===== src/rtl/game_primitives.sv =====
// Game helpers: periodic strobe, registered rectangle-overlap detector and Fibonacci LFSR.
// Define GAME_PRIMITIVES_COLL_INCLUSIVE_EN to make touching rectangle edges count as a collision.
module game_primitives #(
  parameter int unsigned CLK_FREQ_HZ    = 50000000,
  parameter int unsigned STROBE_FREQ_HZ = 100,
  parameter int unsigned RND_W          = 16,
  parameter logic [RND_W-1:0] TAPS      = 16'hB400,
  parameter logic [RND_W-1:0] SEED      = 1,
  parameter int unsigned COORD_W        = 10
) (
  input  logic               clk_i,
  input  logic               rst_i,
  input  logic [COORD_W-1:0] rect1_left_i,
  input  logic [COORD_W-1:0] rect1_right_i,
  input  logic [COORD_W-1:0] rect1_top_i,
  input  logic [COORD_W-1:0] rect1_bottom_i,
  input  logic [COORD_W-1:0] rect2_left_i,
  input  logic [COORD_W-1:0] rect2_right_i,
  input  logic [COORD_W-1:0] rect2_top_i,
  input  logic [COORD_W-1:0] rect2_bottom_i,
  output logic               collision_o,
  output logic               strobe_o,
  output logic [RND_W-1:0]   rnd_num_o
);

  localparam int unsigned DIV_RAW = CLK_FREQ_HZ / STROBE_FREQ_HZ;
  localparam int unsigned DIV     = (DIV_RAW < 1) ? 1 : DIV_RAW;
  localparam int unsigned CNT_W   = (DIV > 1) ? $clog2(DIV) : 1;
  localparam logic [CNT_W-1:0] CNT_MAX = CNT_W'(DIV - 1);

  // ---------------- strobe ----------------
  logic [CNT_W-1:0] strobe_cnt;

  always_ff @(posedge clk_i or negedge rst_i) begin
    if (!rst_i) begin
      strobe_cnt <= '0;
      strobe_o   <= 1'b0;
    end else if (strobe_cnt == CNT_MAX) begin
      strobe_cnt <= '0;
      strobe_o   <= 1'b1;
    end else begin
      strobe_cnt <= strobe_cnt + CNT_W'(1);
      strobe_o   <= 1'b0;
    end
  end

  // ---------------- collision ----------------
  logic rect1_valid;
  logic rect2_valid;
  logic overlap;

  // Degenerate rectangles are rejected explicitly: the edge tests alone can
  // still pass when one rectangle has left >= right.
  always_comb begin
    rect1_valid = (rect1_left_i < rect1_right_i) && (rect1_top_i < rect1_bottom_i);
    rect2_valid = (rect2_left_i < rect2_right_i) && (rect2_top_i < rect2_bottom_i);
    overlap     = 1'b0;
`ifdef GAME_PRIMITIVES_COLL_INCLUSIVE_EN
    if ((rect1_left_i   <= rect2_right_i)  &&
        (rect1_right_i  >= rect2_left_i)   &&
        (rect1_top_i    <= rect2_bottom_i) &&
        (rect1_bottom_i >= rect2_top_i))
      overlap = rect1_valid && rect2_valid;
`else
    if ((rect1_left_i   < rect2_right_i)  &&
        (rect1_right_i  > rect2_left_i)   &&
        (rect1_top_i    < rect2_bottom_i) &&
        (rect1_bottom_i > rect2_top_i))
      overlap = rect1_valid && rect2_valid;
`endif
  end

  always_ff @(posedge clk_i or negedge rst_i) begin
    if (!rst_i) collision_o <= 1'b0;
    else        collision_o <= overlap;
  end

  // ---------------- LFSR ----------------
  logic [RND_W-1:0] lfsr;
  logic [RND_W-1:0] lfsr_next;
  logic             feedback;

  always_comb begin
    feedback  = ^(lfsr & TAPS);
    lfsr_next = {lfsr[RND_W-2:0], feedback};
    if (lfsr == '0) lfsr_next = SEED;
  end

  always_ff @(posedge clk_i or negedge rst_i) begin
    if (!rst_i) lfsr <= SEED;
    else        lfsr <= lfsr_next;
  end

  assign rnd_num_o = lfsr;

endmodule


===== config.mk =====
export PLATFORM = sky130hd
export DESIGN_NAME = game_primitives
export DESIGN_NICKNAME = d
export VERILOG_FILES = /design/src/rtl/game_primitives.sv
export SDC_FILE = /design/constraint.sdc
export NUM_CORES = 1
export LEC_CHECK = 0
export ABC_AREA = 1
export CELL_PAD_IN_SITES_DETAIL_PLACEMENT = 0
export CELL_PAD_IN_SITES_GLOBAL_PLACEMENT = 1
export CORE_MARGIN = 2
export CORE_UTILIZATION = 35
export DETAILED_ROUTE_END_ITERATION = 16
export PLACE_DENSITY_LB_ADDON = 0.1
export REMOVE_ABC_BUFFERS = 1
export SLEW_MARGIN = 10
export SYNTH_ARGS = -nofsm -noshare
export SYNTH_HDL_FRONTEND = slang
export SYNTH_SLANG_ARGS = --single-unit

===== constraint.sdc =====
create_clock -name clk_i -period 1.65 [get_ports clk_i]
set_input_delay 0.2475 -clock clk_i [delete_from_list [all_inputs] [get_ports clk_i]]
set_output_delay 0.2475 -clock clk_i [all_outputs]
set_load 0.005 [all_outputs]

==> impl_metrics.py, run 1 <==
metrics = {
    "global_route": {
        "overflow": 0,
        "antenna_found_initial": 0,
        "grt_pass1_vias": 3331,
        "grt_use_total_pct": 15.41,
        "grt_max_degree": 14,
        "grt_pass1_wl_um": 14280,
    },
    "logic_synthesis": {
        "syn_avg_cell_area_um2": 7.199,
        "synthCells": 507,
        "synth.area.top_cells": "ha_1 26%, dfrtp_1 25%, nand2_1 12%, inv_1 11%, nor2_1 5.8%",
        "synth_top_area_share_pct": 26.05,
        "post_synth_num_cell_types": 31,
        "synth_edf_count": 0,
        "synth.largest_area_cell": "ha_1",
        "synthArstFlopShare_pct": 100.0,
        "ys_top_cells_by_count": "115 x nand2_1, 110 x inv_1, 76 x ha_1",
        "syn_area_um2": 3650,
        "yosys_warnings": 0,
        "ys.flop_type": "dfrtp_1",
        "seq_area_frac_synth_pct": 25.40,
        "synth_most_common_cell": "nand2_1",
        "ys_ff_latch": 37,
    },
    "setup_path": {
        "slowest_stage": "dfstp_2",
        "worstPathCellList": "clkdlybuf4s50_1",
        "critPathLaunchType": "register",
        "max_stage_delay_ps": 550,
        "path_delay_family": "flip-flops",
        "worst_ep_arrival_time_ps": 1340,
        "worst-path-max-fanout": 3,
        "criticalPathCategory": "reg2out",
        "required_ps": 1400,
        "cp.buffers_inverters": 1,
        "endpoint_kind": "output port",
    },
    "power": {
        "peakVddDrop_mv": 0.3654,
        "power_density_nw_per_um2": 445.1,
        "cellLeakagePower_nw": 2.842,
    },
    "drt": {
        "avgViaCountPerCell": 4.461,
        "drc_errors": 0,
        "detail-route-antenna-nets": 0,
        "dr_total_vias": 3399,
        "wl_per_cell_um": 11.39,
        "wirelength_um": 8676,
        "first_iter_violations": 91,
        "firstDrtPassIters": 4,
    },
    "timing": {
        "slew_headroom_pct": 80.12,
        "grt_setup_unrepaired": "false",
        "tightest_slew_ps": 298.2,
        "drv_slew": 0,
        "fmax_ghz": 0.6312,
        "fin_skew_ps": 7.925,
        "min_period_ps": 1584,
        "finalSetupViolCount": 0,
        "finalCritPeriodShare_pct": 96.02,
        "hold_violations": 0,
    },
    "finish": {
        "fin_area_um2": 5189,
        "layout.nets": 783,
        "syn_to_final_growth_pct": 42.17,
        "n_fill_cell": 1062,
        "fin_util_pct": 50.72,
        "drive_gt1_share_pct": 10.70,
        "multiInputGateArea_um2": 2380,
        "seqCellArea_um2": 927.1,
        "diodes": 0,
    },
    "floorplan": {
        "start_util_pct": 35.67,
        "die-area_um2": 11260,
        "die_w_um": 106.1,
        "rows": 37,
        "die_y_um": 106.1,
        "pin_count": 100,
        "core-area_um2": 10230,
    },
    "cts": {
        "cts.sinks": 37,
        "clk_latency_ps": 290,
        "ctsLongestPathBuffers": 2,
        "cts_tree": "built",
        "clkTransAtPathRegs_ps": 80,
        "clock-root-buffer": "clkbuf_8",
        "cts_inserted_buffers": 5,
        "htreeDepth": 2,
    },
    "hold_path": {
        "hp-class": "in2async",
    },
    "placement": {
        "io_buffers": 99,
        "post_dp_cell_area_um2": 4930,
        "hpwlAfterDp_um": 7599,
        "finalWeightedCongestion": 0.8482,
    },
    "run_status": {
        "status": "finished, final reports clean",
    },
    "flow_run": {
        "maxCapViolCount": 0,
    },
}
[sequential cells by signal (all words and copies together) (netlist names)]
| register | flops |
|---|---|
| rnd_num_o | 16 |
| collision_o | 1 |
| strobe_o | 1 |
| strobe_cnt | 19 |
[layout by cell type (no fill, tap or decap), drive strengths merged, types with 6 or more instances in the layout]
cell type / count
nand2: 117
inv: 111
clkdlybuf4s50: 89
ha: 76
nor2: 61
dfrtp: 36
buf: 25
nand3: 19
a21oi: 16
xor2: 14
dlymetal6s2s: 9
nand4: 9
nor3: 9
o21ai: 7
clkbuf: 6
[report_power, final]
part           switching, mW  internal, mW
Combinational          0.349         0.399
Clock                  0.316         0.338
Sequential         0.0000760         0.907
Total                  0.666          1.64
[cells by family after synthesis]
| logic type | after synthesis | synth area share [%] |
|---|---|---|
| DFF | 37 | 25.40 |
| adders and majority gates | 76 | 26.05 |
| buffers and inverters | 124 | 12.75 |
| and+or+nand+nor | 222 | 26.95 |
| xor gates and xnor gates | 16 | 3.840 |
| AOI/OAI and AO/OA | 32 | 5.005 |
[per-stage QoR]
step	hold WS [ps]	std cells	setup TNS, ps	setup WS, ps	power, mW
after global routing	389.2	762	0	0.006217	2.485
after floorplan	-48.09	494	0	241.1	1.266
after CTS	368.2	761	0	0.9278	2.304
after global placement	154.6	752	-313.3	-313.3	1.626
after detailed placement	153.6	752	-339.2	-339.2	1.636
final	367.9	762	0	65.71	2.310
[timing repair]
| action | in CTS | in global routing |
|---|---|---|
| endpoints found under the setup margin | 1 | 1 |
| hold buffers | 1 | 0 |
| buffers inserted | 0 | 1 |
| pin swaps | 0 | 7 |
| gates resized for setup | 1 | 28 |
| hold endpoints to repair | 11 | 0 |
[final cells by class]
| cell class | instances | area share [%] |
|---|---|---|
| Clock buffer | 6 | 1.592 |
| Clock inverter | 2 | 0.2653 |
| Inverter | 111 | 8.030 |
| Multi-Input combinational cell | 346 | 45.86 |
| Sequential cell | 37 | 17.87 |
| Tap cell | 136 | 3.279 |
| Timing Repair Buffer | 124 | 23.10 |
[per-layer routing]
layer  share of wire (%)  up-vias  routed length [um]  global-route usage [%]
met5                   0        -                   0                       0
met4                0.59        0                  51                   2.538
met3                 3.0        6                 259                   2.023
met2                  50       54                4311                   27.75
met1                  47     1531                4053                   19.87
li1                    -     1808                   -                       -
[final timing paths]
check / slack (ps) / end / cells past startpoint / startpoint
max reg2reg: 160 / strobe_cnt[16] / 7 / strobe_cnt[0]
min in group clk_i: 410 / rnd_num_o[5] / 0 / rnd_num_o[4]
min reg2reg: 410 / rnd_num_o[5] / 0 / rnd_num_o[4]
min: 370 / strobe_cnt[13] / 2 / rst_i
max in group asynchronous: 740 / rnd_num_o[0] / 3 / rst_i
max: 70 / rnd_num_o[0] / 1 / rnd_num_o[0]
Power figures use the tool's default switching activity.
==> inputs of run 2 (changes only) <==
- CORE_UTILIZATION: 35 -> 40
- DONT_BUFFER_PORTS: default -> 1
- RECOVER_POWER: default -> 50
- clock period: 1.65 -> 1.95 ns (I/O delays scaled with it)
==> run 2 against run 1 <==
Effect of this change: sequential share of layout area up 6.1 points; critical endpoint is now strobe_cnt[17]; register-to-register slack improved by 210 ps; sequential cell count unchanged; count of clock-buffer cells in the layout is 1 lower; largest cell class unchanged; final cell count shrank 20%; final area decreased by 25%; utilization shrank 6.8 points; routed wire length down 13%; via count fell by 15%; non-clock buffer count shrank 122; highest routed layer unchanged; power fell by 21%.
==> impl_metrics.py, run 2 (synthesis gave the netlist of run 1 again) <==
metrics = {
    "global_route": {
        "grt_pass1_vias": 2923,
        "grt_use_total_pct": 15.96,
        "globalRouteMet2Util_pct": 27.34,
        "grt_max_degree": 38,
        "overflow": 0,
        "grt.busiest_layer": "met2",
        "met3_usage_pct": 4.287,
        "grt_pass1_wl_um": 12880,
        "met1_usage_pct": 20.03,
        "antenna_found_initial": 0,
    },
    "setup_path": {
        "worst-path-max-fanout": 8,
        "worst_ep_arrival_time_ps": 1750,
        "r2r_slack_ps": 370,
        "startpoint": "strobe_cnt[0]",
        "max_stage_delay_ps": 380,
        "rr_endpoint": "strobe_cnt[17]",
        "endpoint_kind": "register",
        "crit_top_cell": "nor2_1",
        "worstPathCellList": "ha_1, nand3_2, nor2_1, nand3_1, inv_1, nor2_1",
        "slowest_stage": "dfrtp_1",
        "criticalPathCategory": "reg2reg",
        "r2r_start": "strobe_cnt[0]",
        "critPathLaunchType": "register",
        "path_delay_family": "simple AND/OR/NAND/NOR gates",
        "rr_worst_depth": 6,
        "required_ps": 2120,
        "cp.buffers_inverters": 1,
    },
    "finish": {
        "final_common_cell": "nand2_1",
        "largest_reg_flops": 19,
        "regMostFlops": "strobe_cnt",
        "syn_to_final_growth_pct": 5.931,
        "instances_no_fill": 612,
        "layout_common_cells": "115 x nand2_1, 110 x inv_1, 76 x ha_1",
        "drive_gt1_share_pct": 4.762,
        "layout.nets": 661,
        "fin_area_um2": 3866,
        "diodes": 0,
    },
    "floorplan": {
        "die_w_um": 99.52,
        "start_util_pct": 41.45,
        "rows": 34,
        "core-area_um2": 8806,
        "die_y_um": 99.52,
        "pin_count": 100,
        "die-area_um2": 9904,
    },
    "run_status": {
        "status": "finished, final reports clean",
    },
    "cts": {
        "clock-root-buffer": "clkbuf_8",
        "cts_tree": "built",
        "cts_inserted_buffers": 5,
        "cts_resized": 0,
        "htreeDepth": 2,
        "clk_latency_ps": 300,
        "cts.sinks": 37,
        "ctsLongestPathBuffers": 2,
        "clkTransAtPathRegs_ps": 70,
    },
    "drt": {
        "firstDrtPassIters": 4,
        "wirelength_um": 7577,
        "detail-route-antenna-nets": 0,
        "first_iter_violations": 113,
        "dr_total_vias": 2893,
        "wl_per_cell_um": 12.38,
        "avgViaCountPerCell": 4.727,
        "drc_errors": 0,
    },
    "flow_run": {
        "maxCapViolCount": 0,
    },
    "timing": {
        "holdWs_ps": 425.0,
        "setup_tns_ps": 0,
        "fmax_ghz": 0.6322,
        "hold_violations": 0,
        "grt_setup_unrepaired": "false",
        "tightest_slew_ps": 890.6,
        "finalSetupViolCount": 0,
        "min_period_ps": 1582,
        "fin_skew_ps": 9.047,
        "finalCritPeriodShare_pct": 81.12,
        "slew_headroom_pct": 40.63,
        "drv_slew": 0,
    },
    "placement": {
        "post_dp_cell_area_um2": 3736,
        "io_buffers": 0,
        "hpwlAfterDp_um": 6643,
        "finalWeightedCongestion": 0.8509,
        "place_inst": 602,
    },
    "hold_path": {
        "min_to": "rnd_num_o[5]",
        "hp-class": "reg2reg",
        "holdPathStages": 0,
        "hp-start": "rnd_num_o[4]",
    },
    "power": {
        "cellLeakagePower_nw": 2.256,
        "seqPwrFrac_pct": 42.3,
        "power_density_nw_per_um2": 469.5,
        "pwr-share-clk_pct": 37.0,
        "peakVddDrop_mv": 0.3100,
        "p_sw_share_pct": 27.97,
        "pwr-share-comb_pct": 20.7,
        "intPower_mw": 1.307,
        "p_sw_mw": 0.5076,
    },
}
run 2: changes by cell type in the layout (fill, tap and decap cells not counted), moves of 5 or more:
| cell | before | now |
|---|---|---|
| ha_1 | 69 | 76 |
| ha_4 | 7 | 0 |
| buf_4 | 24 | 0 |
| dlymetal6s2s_1 | 9 | 0 |
| nor2_1 | 50 | 56 |
| nor2_2 | 8 | 3 |
| clkdlybuf4s50_1 | 89 | 0 |
run 2: metal layers:
layer / wire (um) / part of all wire [%]
met1: 3570 / 47
met2: 3513 / 46
met3: 419 / 5.5
met4: 73 / 0.96
met5: 0 / 0
run 2: repair_timing:
action                                 in CTS  in global routing
setup buffers                               0                  0
endpoints found under the hold margin      37                  0
hold buffers                                2                  0
run 2: final cells by class:
| class | count | area [um^2] |
|---|---|---|
| multi-input cells | 346 | 2257 |
| clock buffers | 5 | 68.82 |
| well taps | 108 | 135.1 |
| flip-flops and latches | 37 | 927.1 |
| clock inverters | 3 | 46.29 |
| inverters | 111 | 416.7 |
| fillers | 915 | 4940 |
| repair buffers | 2 | 15.01 |
run 2: worst register-to-register path: stages (launching register included):
cell and delay [ps]:
dfrtp_1 380, ha_1 260, nand3_2 160, nor2_1 160, nand3_1 130, inv_1 270, nor2_1 90
run 2: how the worst max path moves through the flow:
stage	endpoint	slack (ps)	cells after the start
6_report	strobe_cnt[17]	370	6
5_1_grt	strobe_cnt[17]	190	6
4_1_cts	strobe_cnt[17]	370	6
3_5_place_dp	collision_o	360	8
3_3_place_gp	collision_o	380	8
2_1_floorplan	strobe_cnt[16]	540	7
run 2: through the flow:
stage | util [%] | total power, mW | worst slack, ps
floorplan | - | 1.071 | 541.1
global placement | 42.43 | 1.139 | 375.7
detailed placement | 42.43 | 1.148 | 359.3
CTS | 44.07 | 1.843 | 365.8
global route | 43.90 | 1.949 | 193.0
finish | 43.90 | 1.815 | 368.1
run 2: power by group through the flow:
stage          clock, mW  combinational [mW]  sequential [mW]
5_1_grt            0.721               0.462            0.767
3_5_place_dp           0               0.365            0.783
4_1_cts            0.685               0.391            0.767
3_3_place_gp           0               0.356            0.783
6_report           0.671               0.377            0.767
2_1_floorplan          0               0.289            0.782
